`src/rtl/nand_reduce_pkg.sv`:
```
// Shared operator codes and decode helpers for the pipelined reduction cell.
// NAND_REDUCE_XOR_EN enables the XOR base operator (codes 4/5); otherwise those codes act as NAND.
package nand_reduce_pkg;

    localparam int OP_W = 3;

    typedef enum logic [OP_W-1:0] {
        OP_AND  = 3'd0,
        OP_NAND = 3'd1,
        OP_OR   = 3'd2,
        OP_NOR  = 3'd3,
        OP_XOR  = 3'd4,
        OP_XNOR = 3'd5,
        OP_RSV6 = 3'd6,
        OP_RSV7 = 3'd7
    } op_e;

    typedef enum logic [1:0] {
        BASE_AND = 2'd0,
        BASE_OR  = 2'd1,
        BASE_XOR = 2'd2
    } base_e;

    // Reserved codes, and XOR codes when XOR is not built, fall into the NAND default.
    function automatic logic is_inv(input logic [OP_W-1:0] op);
        case (op_e'(op))
            OP_AND, OP_OR: return 1'b0;
`ifdef NAND_REDUCE_XOR_EN
            OP_XOR:        return 1'b0;
`endif
            default:       return 1'b1;
        endcase
    endfunction

    function automatic base_e base_of(input logic [OP_W-1:0] op);
        case (op_e'(op))
            OP_OR, OP_NOR:   return BASE_OR;
`ifdef NAND_REDUCE_XOR_EN
            OP_XOR, OP_XNOR: return BASE_XOR;
`endif
            default:         return BASE_AND;
        endcase
    endfunction

    function automatic logic ident(input base_e base);
        return (base == BASE_AND);
    endfunction

endpackage

```
`src/rtl/nand_reduce_pipe_if.sv`:
```
// Beat-level bus of the reduction cell: input beat channel and result channel.
// Both channels: a beat moves on the rising edge where valid && ready; the sender holds data until then.
interface nand_reduce_pipe_if
    import nand_reduce_pkg::*;
#(
    parameter int N_IN  = 3,
    parameter int LANES = 1
);
    logic                  in_valid;
    logic                  in_ready;
    logic [OP_W-1:0]       in_op;
    logic [LANES*N_IN-1:0] in_data;
    logic                  out_valid;
    logic                  out_ready;
    logic [LANES-1:0]      out_data;
    logic [OP_W-1:0]       out_op;

    modport master (
        output in_valid, in_op, in_data, out_ready,
        input  in_ready, out_valid, out_data, out_op
    );

    modport slave (
        input  in_valid, in_op, in_data, out_ready,
        output in_ready, out_valid, out_data, out_op
    );
endinterface

```
`src/rtl/nand_reduce_stage.sv`:
```
// One tree level: pairwise combine of each lane with the beat's base operator, then a register slot.
// NAND_REDUCE_XOR_EN adds the XOR combine path.
module nand_reduce_stage
    import nand_reduce_pkg::*;
#(
    parameter int WIDTH_IN = 2,
    parameter int LANES    = 1
) (
    input  logic                            i_clk,
    input  logic                            i_rst,
    input  logic                            i_valid,
    output logic                            o_ready,
    input  logic [OP_W-1:0]                 i_op,
    input  logic [LANES*WIDTH_IN-1:0]       i_data,
    output logic                            o_valid,
    input  logic                            i_ready,
    output logic [OP_W-1:0]                 o_op,
    output logic [LANES*(WIDTH_IN/2)-1:0]   o_data
);
    localparam int WIDTH_OUT = WIDTH_IN / 2;

    base_e                      w_base;
    logic                       w_load;
    logic [LANES*WIDTH_OUT-1:0] w_comb;

    logic                       r_valid;
    logic [OP_W-1:0]            r_op;
    logic [LANES*WIDTH_OUT-1:0] r_data;

    assign w_base  = base_of(i_op);
    // The slot takes a new beat when empty or when its current beat leaves this edge.
    assign w_load  = !r_valid || i_ready;
    assign o_ready = w_load;

    always_comb begin
        w_comb = '0;
        for (int k = 0; k < LANES; k++) begin
            for (int j = 0; j < WIDTH_OUT; j++) begin
                case (w_base)
                    BASE_OR:  w_comb[k*WIDTH_OUT+j] = i_data[k*WIDTH_IN+2*j] | i_data[k*WIDTH_IN+2*j+1];
`ifdef NAND_REDUCE_XOR_EN
                    BASE_XOR: w_comb[k*WIDTH_OUT+j] = i_data[k*WIDTH_IN+2*j] ^ i_data[k*WIDTH_IN+2*j+1];
`endif
                    default:  w_comb[k*WIDTH_OUT+j] = i_data[k*WIDTH_IN+2*j] & i_data[k*WIDTH_IN+2*j+1];
                endcase
            end
        end
    end

    always_ff @(posedge i_clk) begin
        if (i_rst) begin
            r_valid <= 1'b0;
        end else if (w_load) begin
            r_valid <= i_valid;
        end
    end

    always_ff @(posedge i_clk) begin
        if (w_load && i_valid) begin
            r_op   <= i_op;
            r_data <= w_comb;
        end
    end

    assign o_valid = r_valid;
    assign o_op    = r_op;
    assign o_data  = r_data;

endmodule

```
`src/rtl/nand_reduce_pipe.sv`:
```
// Pipelined N-input, multi-lane reduction (AND/OR/XOR base, optional inversion) with valid/ready.
// NAND_REDUCE_XOR_EN builds XOR/XNOR; without it codes 4/5 behave as NAND.
module nand_reduce_pipe
    import nand_reduce_pkg::*;
#(
    parameter int N_IN  = 3,
    parameter int LANES = 1
) (
    input  logic               CLK,
    input  logic               RST,
    nand_reduce_pipe_if.slave  bus
);
    localparam int L  = $clog2(N_IN);
    localparam int P  = 1 << L;
    // All tree levels are packed into one vector: level 0 (padded leaves) first, level L last.
    localparam int TW = LANES * ((2 << L) - 1);
    localparam int LAST_OFF = LANES * ((2 << L) - 2);

    logic                  w_pad;
    logic [LANES*P-1:0]    w_leaves;
    logic                  w_inv;
    logic [LANES-1:0]      w_last;

    wire  [TW-1:0]         w_tree;
    wire  [L:0]            w_valid;
    wire  [L:0]            w_ready;
    wire  [(L+1)*OP_W-1:0] w_op;

    assign w_pad = ident(base_of(bus.in_op));

    always_comb begin
        w_leaves = {(LANES*P){w_pad}};
        for (int k = 0; k < LANES; k++) begin
            for (int j = 0; j < N_IN; j++) begin
                w_leaves[k*P+j] = bus.in_data[k*N_IN+j];
            end
        end
    end

    assign w_tree[LANES*P-1:0] = w_leaves;
    assign w_valid[0]          = bus.in_valid;
    assign w_op[OP_W-1:0]      = bus.in_op;
    assign w_ready[L]          = bus.out_ready;
    assign bus.in_ready        = w_ready[0];

    for (genvar s = 1; s <= L; s++) begin : g_stage
        localparam int WI     = 2 << (L - s);
        localparam int OFF_I  = LANES * ((2 << L) - (2 << (L - s + 1)));
        localparam int OFF_O  = LANES * ((2 << L) - (2 << (L - s)));

        nand_reduce_stage #(
            .WIDTH_IN (WI),
            .LANES    (LANES)
        ) u_stage (
            .i_clk   (CLK),
            .i_rst   (RST),
            .i_valid (w_valid[s-1]),
            .o_ready (w_ready[s-1]),
            .i_op    (w_op[(s-1)*OP_W +: OP_W]),
            .i_data  (w_tree[OFF_I +: LANES*WI]),
            .o_valid (w_valid[s]),
            .i_ready (w_ready[s]),
            .o_op    (w_op[s*OP_W +: OP_W]),
            .o_data  (w_tree[OFF_O +: LANES*(WI/2)])
        );
    end

    // Inversion sits after the last register so it never costs a cycle.
    assign w_last        = w_tree[LAST_OFF +: LANES];
    assign w_inv         = is_inv(w_op[L*OP_W +: OP_W]);
    assign bus.out_valid = w_valid[L];
    assign bus.out_data  = w_valid[L] ? (w_last ^ {LANES{w_inv}}) : '0;
    assign bus.out_op    = w_valid[L] ? w_op[L*OP_W +: OP_W] : '0;

endmodule

```
`src/flat_wrapper.sv`:
```
// flat-port wrapper written by rule: the top's interface ports become plain ports
module nand_reduce_pipe_flat import nand_reduce_pkg::*;
#(
    parameter int N_IN  = 3,
    parameter int LANES = 1
)
  (CLK, RST, bus_in_valid, bus_in_op, bus_in_data, bus_out_ready, bus_in_ready, bus_out_valid, bus_out_data, bus_out_op);
  nand_reduce_pipe_if #(.N_IN(N_IN), .LANES(LANES)) bus_i ();
  input  logic CLK;
  input  logic RST;
  input wire logic [$bits(bus_i.in_valid)-1:0] bus_in_valid;
  input wire logic [$bits(bus_i.in_op)-1:0] bus_in_op;
  input wire logic [$bits(bus_i.in_data)-1:0] bus_in_data;
  input wire logic [$bits(bus_i.out_ready)-1:0] bus_out_ready;
  output wire logic [$bits(bus_i.in_ready)-1:0] bus_in_ready;
  output wire logic [$bits(bus_i.out_valid)-1:0] bus_out_valid;
  output wire logic [$bits(bus_i.out_data)-1:0] bus_out_data;
  output wire logic [$bits(bus_i.out_op)-1:0] bus_out_op;
  assign bus_i.in_valid = bus_in_valid;
  assign bus_i.in_op = bus_in_op;
  assign bus_i.in_data = bus_in_data;
  assign bus_i.out_ready = bus_out_ready;
  assign bus_in_ready = bus_i.in_ready;
  assign bus_out_valid = bus_i.out_valid;
  assign bus_out_data = bus_i.out_data;
  assign bus_out_op = bus_i.out_op;
  nand_reduce_pipe #(.N_IN(N_IN), .LANES(LANES)) u_core (.CLK(CLK), .RST(RST), .bus(bus_i));
endmodule
```
`config.mk`:
```
export PLATFORM = sky130hd
export DESIGN_NAME = nand_reduce_pipe_flat
export DESIGN_NICKNAME = d
export VERILOG_FILES = /design/src/rtl/nand_reduce_pkg.sv /design/src/rtl/nand_reduce_pipe_if.sv /design/src/rtl/nand_reduce_stage.sv /design/src/rtl/nand_reduce_pipe.sv /design/src/flat_wrapper.sv
export SDC_FILE = /design/constraint.sdc
export NUM_CORES = 1
export LEC_CHECK = 0
export CAP_MARGIN = 20
export CORE_MARGIN = 8
export CORE_UTILIZATION = 30
export CTS_CLUSTER_DIAMETER = 150
export DETAILED_ROUTE_END_ITERATION = 16
export PLACE_DENSITY = 0.62
export SYNTH_ARGS = -nofsm -noshare
export SYNTH_HDL_FRONTEND = slang
export SYNTH_SLANG_ARGS = --single-unit
```
`constraint.sdc`:
```
create_clock -name CLK -period 1.5 [get_ports CLK]
set_input_delay 0.375 -clock CLK [delete_from_list [all_inputs] [get_ports CLK]]
set_output_delay 0.375 -clock CLK [all_outputs]
set_load 0.005 [all_outputs]
```
==> metrics.md <==
| Metric | Value |
|---|---|
| Worst-path clk slew | `around 0.060 ns` |
| R2R Setup Slk | `0.36 ns` |
| Largest net degree at the start of global routing | `8` |
| Slew @ Worst Pin | `0.215 ns` |
| Worst VDD drop | `roughly 630 uV` |
| First-pass GRT wire length | `~1300 um` |
| Register bit count reported by yosys | `11` |
| Syn_nets | `40` |
| N_diodes | `0` |
| Post-route cell area | `623 sq um` |
| End point of the worst hold path | `u_core.g_stage[2].u_stage.o_op[0]` |
| Gate Count Post-Synth | `30` |
| Fmax | `roughly 600 MHz` |
| Pleak | `~0.25 nW` |
| CP startpoint kind | `register` |
| Cell Pwr Density | `between 900 and 1000 nW/um^2` |
| Drt total wl | `~770 um` |
| Setup Crit Path Kind | `reg -> out` |
| Die area | `~2900 sq um` |
| Tot GR Track Use | `0.0595` |
| Routed Antenna Nets | `0` |
| CP Max Fanout | `2` |
| Comb pwr share | `0.091` |
| Most frequent cells in the layout | `edfxtp_1 (9), clkdlybuf4s50_1 (8), and2_1 (4)` |
| CTS tree | `yes` |
| Required @ worst endpoint | `roughly 1.1 ns` |
| Yosys warning count | `0` |
| Reg2reg path depth | `2` |
| Initial DRC count | `1` |
| Yosys cell types | `14` |
| DR WL/cell | `between 10 and 15 um` |
| Layout area overhead | `45.6%` |
| CP Cell Sequence | `or3_1 > and3_1 > buf_2` |
| Antenna violations before repair | `0` |
| Largest family of logic cells by synthesized area | `simple AND/OR/NAND/NOR gates` |
| Crit-path max cell delay | `around 0.39 ns` |
| Complex-gate fraction of the synthesized area | `0.0351` |
| Worst slack at placement | `-0.409 ns` |
| Vias/cell | `~4.5` |
| Hold Slack | `between 0.4 and 0.5 ns` |
| Commonest non-fill, non-tap cell in the layout | `edfxtp_1` |
| RSZ-0062 raised after global routing | `true` |
| Area of the core | `between 1000 and 1500 sq um` |
| Clock Power Share | `0.314` |
| Reg-to-reg endpoint | `u_core.g_stage[2].u_stage.o_data` |
| CP max-delay cell | `edfxtp_1` |
| Clock Skews | `about 0.0020 ns` |
| Vias | `290` |
| Post-Synth Adder-Cell Area | `0.0468` |
| Max Cap Viol | `0` |
| Placer Congestion | `around 0.66` |
| Vias in the first global route | `between 300 and 400` |
| Sequential share of power | `0.594` |
| Hold depth | `0` |
| Die width | `approximately 54 um` |
| Reg-to-reg critical path startpoint | `u_core.g_stage[1].u_stage.o_op[1]` |
| Area after DPL | `601 sq um` |
| Min Tclk post-route | `~1.7 ns` |
| Port bufs | `15` |
| # fillers | `131` |
| Setup ws final | `-0.160 ns` |
| Type of the worst min-delay path | `reg -> reg` |
| Clk_lat worst skew | `about 0.26 ns` |
| Average size of a mapped cell | `~14 sq um` |
| Status | `finished with violations` |
| Synth area leaders | `edfxtp_1 (63%), dfxtp_1 (9.4%), and2_1 (5.8%)` |
| Bufs on Longest Clock Path | `2` |
| Die H | `between 50 and 60 um` |
| Initial DRT Pass Iterations | `2` |
| Violated checks | `negative setup slack` |
| Yosys top cell area share | `0.632` |
| Period utilisation layout | `1.11` |
| I/O pins | `16` |
| Final Setup Violations | `1` |
| Initial Util | `0.325` |
| Share of layout cells above drive strength 1 | `0.200` |
| Sum Neg Setup Slack | `-0.160 ns` |
| Switching part of the total power | `0.187` |
| FP Rows | `13` |
| Crit. End Element | `output pin` |
| Simple-gate share of the synthesized area | `0.167` |
| Cell Area, Synth | `about 430 sq um` |
| DRC errors left | `0` |
| HPWL after detailed placement | `between 600 and 700 um` |
| Int Power | `between 0.0004 and 0.0005 W` |
| Synth Area in XOR/XNOR | `0` |
| Root buffer cell | `clkbuf_4` |
| CTS Sinks | `11` |
| Synth area leader | `edfxtp_1` |
| H-tree levels | `1` |
| Hold path start | `u_core.g_stage[1].u_stage.o_op[0]` |
| Pins over their slew limit | `0` |
| Mux cell area share after synthesis | `0` |
| GRT overflow | `0` |
| Tot Pwr | `~0.00060 W` |
| Critical Path AT | `1.28 ns` |
| P_sw | `roughly 0.00011 W` |
| Num CTS Buffers | `3` |
| Sequential share of the synthesized area | `0.725` |
| Final hold violations | `0` |
| Slew margin rel. | `0.857` |
| Final #Nets | `between 60 and 70` |
## cells in the mapped netlist
cell type  number
and3_1          1
inv_1           2
maj3_1          2
or3_1           1
nand2b_1        1
edfxtp_1        9
and2_2          1
clkbuf_1        1
nor2b_1         2
nand3b_1        1
a21oi_1         2
and2_1          4
dfxtp_1         2
o21ai_0         1
## cell type report
cell class	count	area, sq um	area share
inverter	2	7.51	0.0120
sequential	11	314	0.504
multi-input combinational	16	106	0.171
clock buffer	4	26.3	0.0422
timing repair buffer	17	150	0.241
tap	15	18.8	0.0301
## worst max-delay path by stage
stage,start,endpoint,cells past startpoint
global route,u_core.g_stage[2].u_stage.o_data,bus_out_data,3
finish,u_core.g_stage[2].u_stage.o_data,bus_out_data,3
CTS,u_core.g_stage[2].u_stage.o_data,bus_out_data,3
floorplan,u_core.g_stage[2].u_stage.o_op[0],bus_out_data,2
global placement,bus_out_ready,bus_in_ready,3
detailed placement,bus_out_ready,bus_in_ready,3
## metrics by stage
stage | util | std cells
finish | 0.473 | 65
global route | 0.473 | 65
global placement | 0.456 | 60
floorplan | - | 30
CTS | 0.471 | 65
detailed placement | 0.456 | 60
## repair_timing
item,CTS,global route
buffers inserted,1,0
pin swaps,2,0
hold buffers,0,0
resized for setup,18,1
endpoints found under the setup margin,6,2
## state kept, by name, indices dropped and copies added (netlist names)
| signal | cells |
|---|---|
| u_core.g_stage.u_stage.o_data | 3 |
| u_core.g_stage.u_stage.o_op | 6 |
| u_core.g_stage.u_stage.o_valid | 2 |
## worst max-delay path, delay by kind of cell, from the launching register on
family,cells,cell delay [ns]
buffers and inverters,1,0.12
and+or+nand+nor,2,0.52
DFF,1,0.39
## routing by layer
metal  wire length (um)  GRT usage  share of wire
met4                  0     0.0252              0
met2                414      0.110           0.54
met3                109     0.0358           0.14
met1                249     0.0495           0.32
met5                  0          0              0
## power by group through the flow
stage                     combinational [W]  clock [W]  sequential, W
after CTS                         0.0000566   0.000197       0.000358
after global placement            0.0000580          0       0.000363
after detailed placement          0.0000605          0       0.000365
after global routing              0.0000603   0.000213       0.000360
final                             0.0000551   0.000189       0.000358
after floorplan                   0.0000202          0       0.000362
## cells by family (layout without fill, tap and decap cells)
family / count (synthesis) / after routing
buffers and inverters: 3 / 23
adders and majority gates: 2 / 2
DFF: 11 / 11
AOI/OAI and AO/OA: 3 / 3
and+or+nand+nor: 11 / 11
Power figures use the tool's default switching activity.
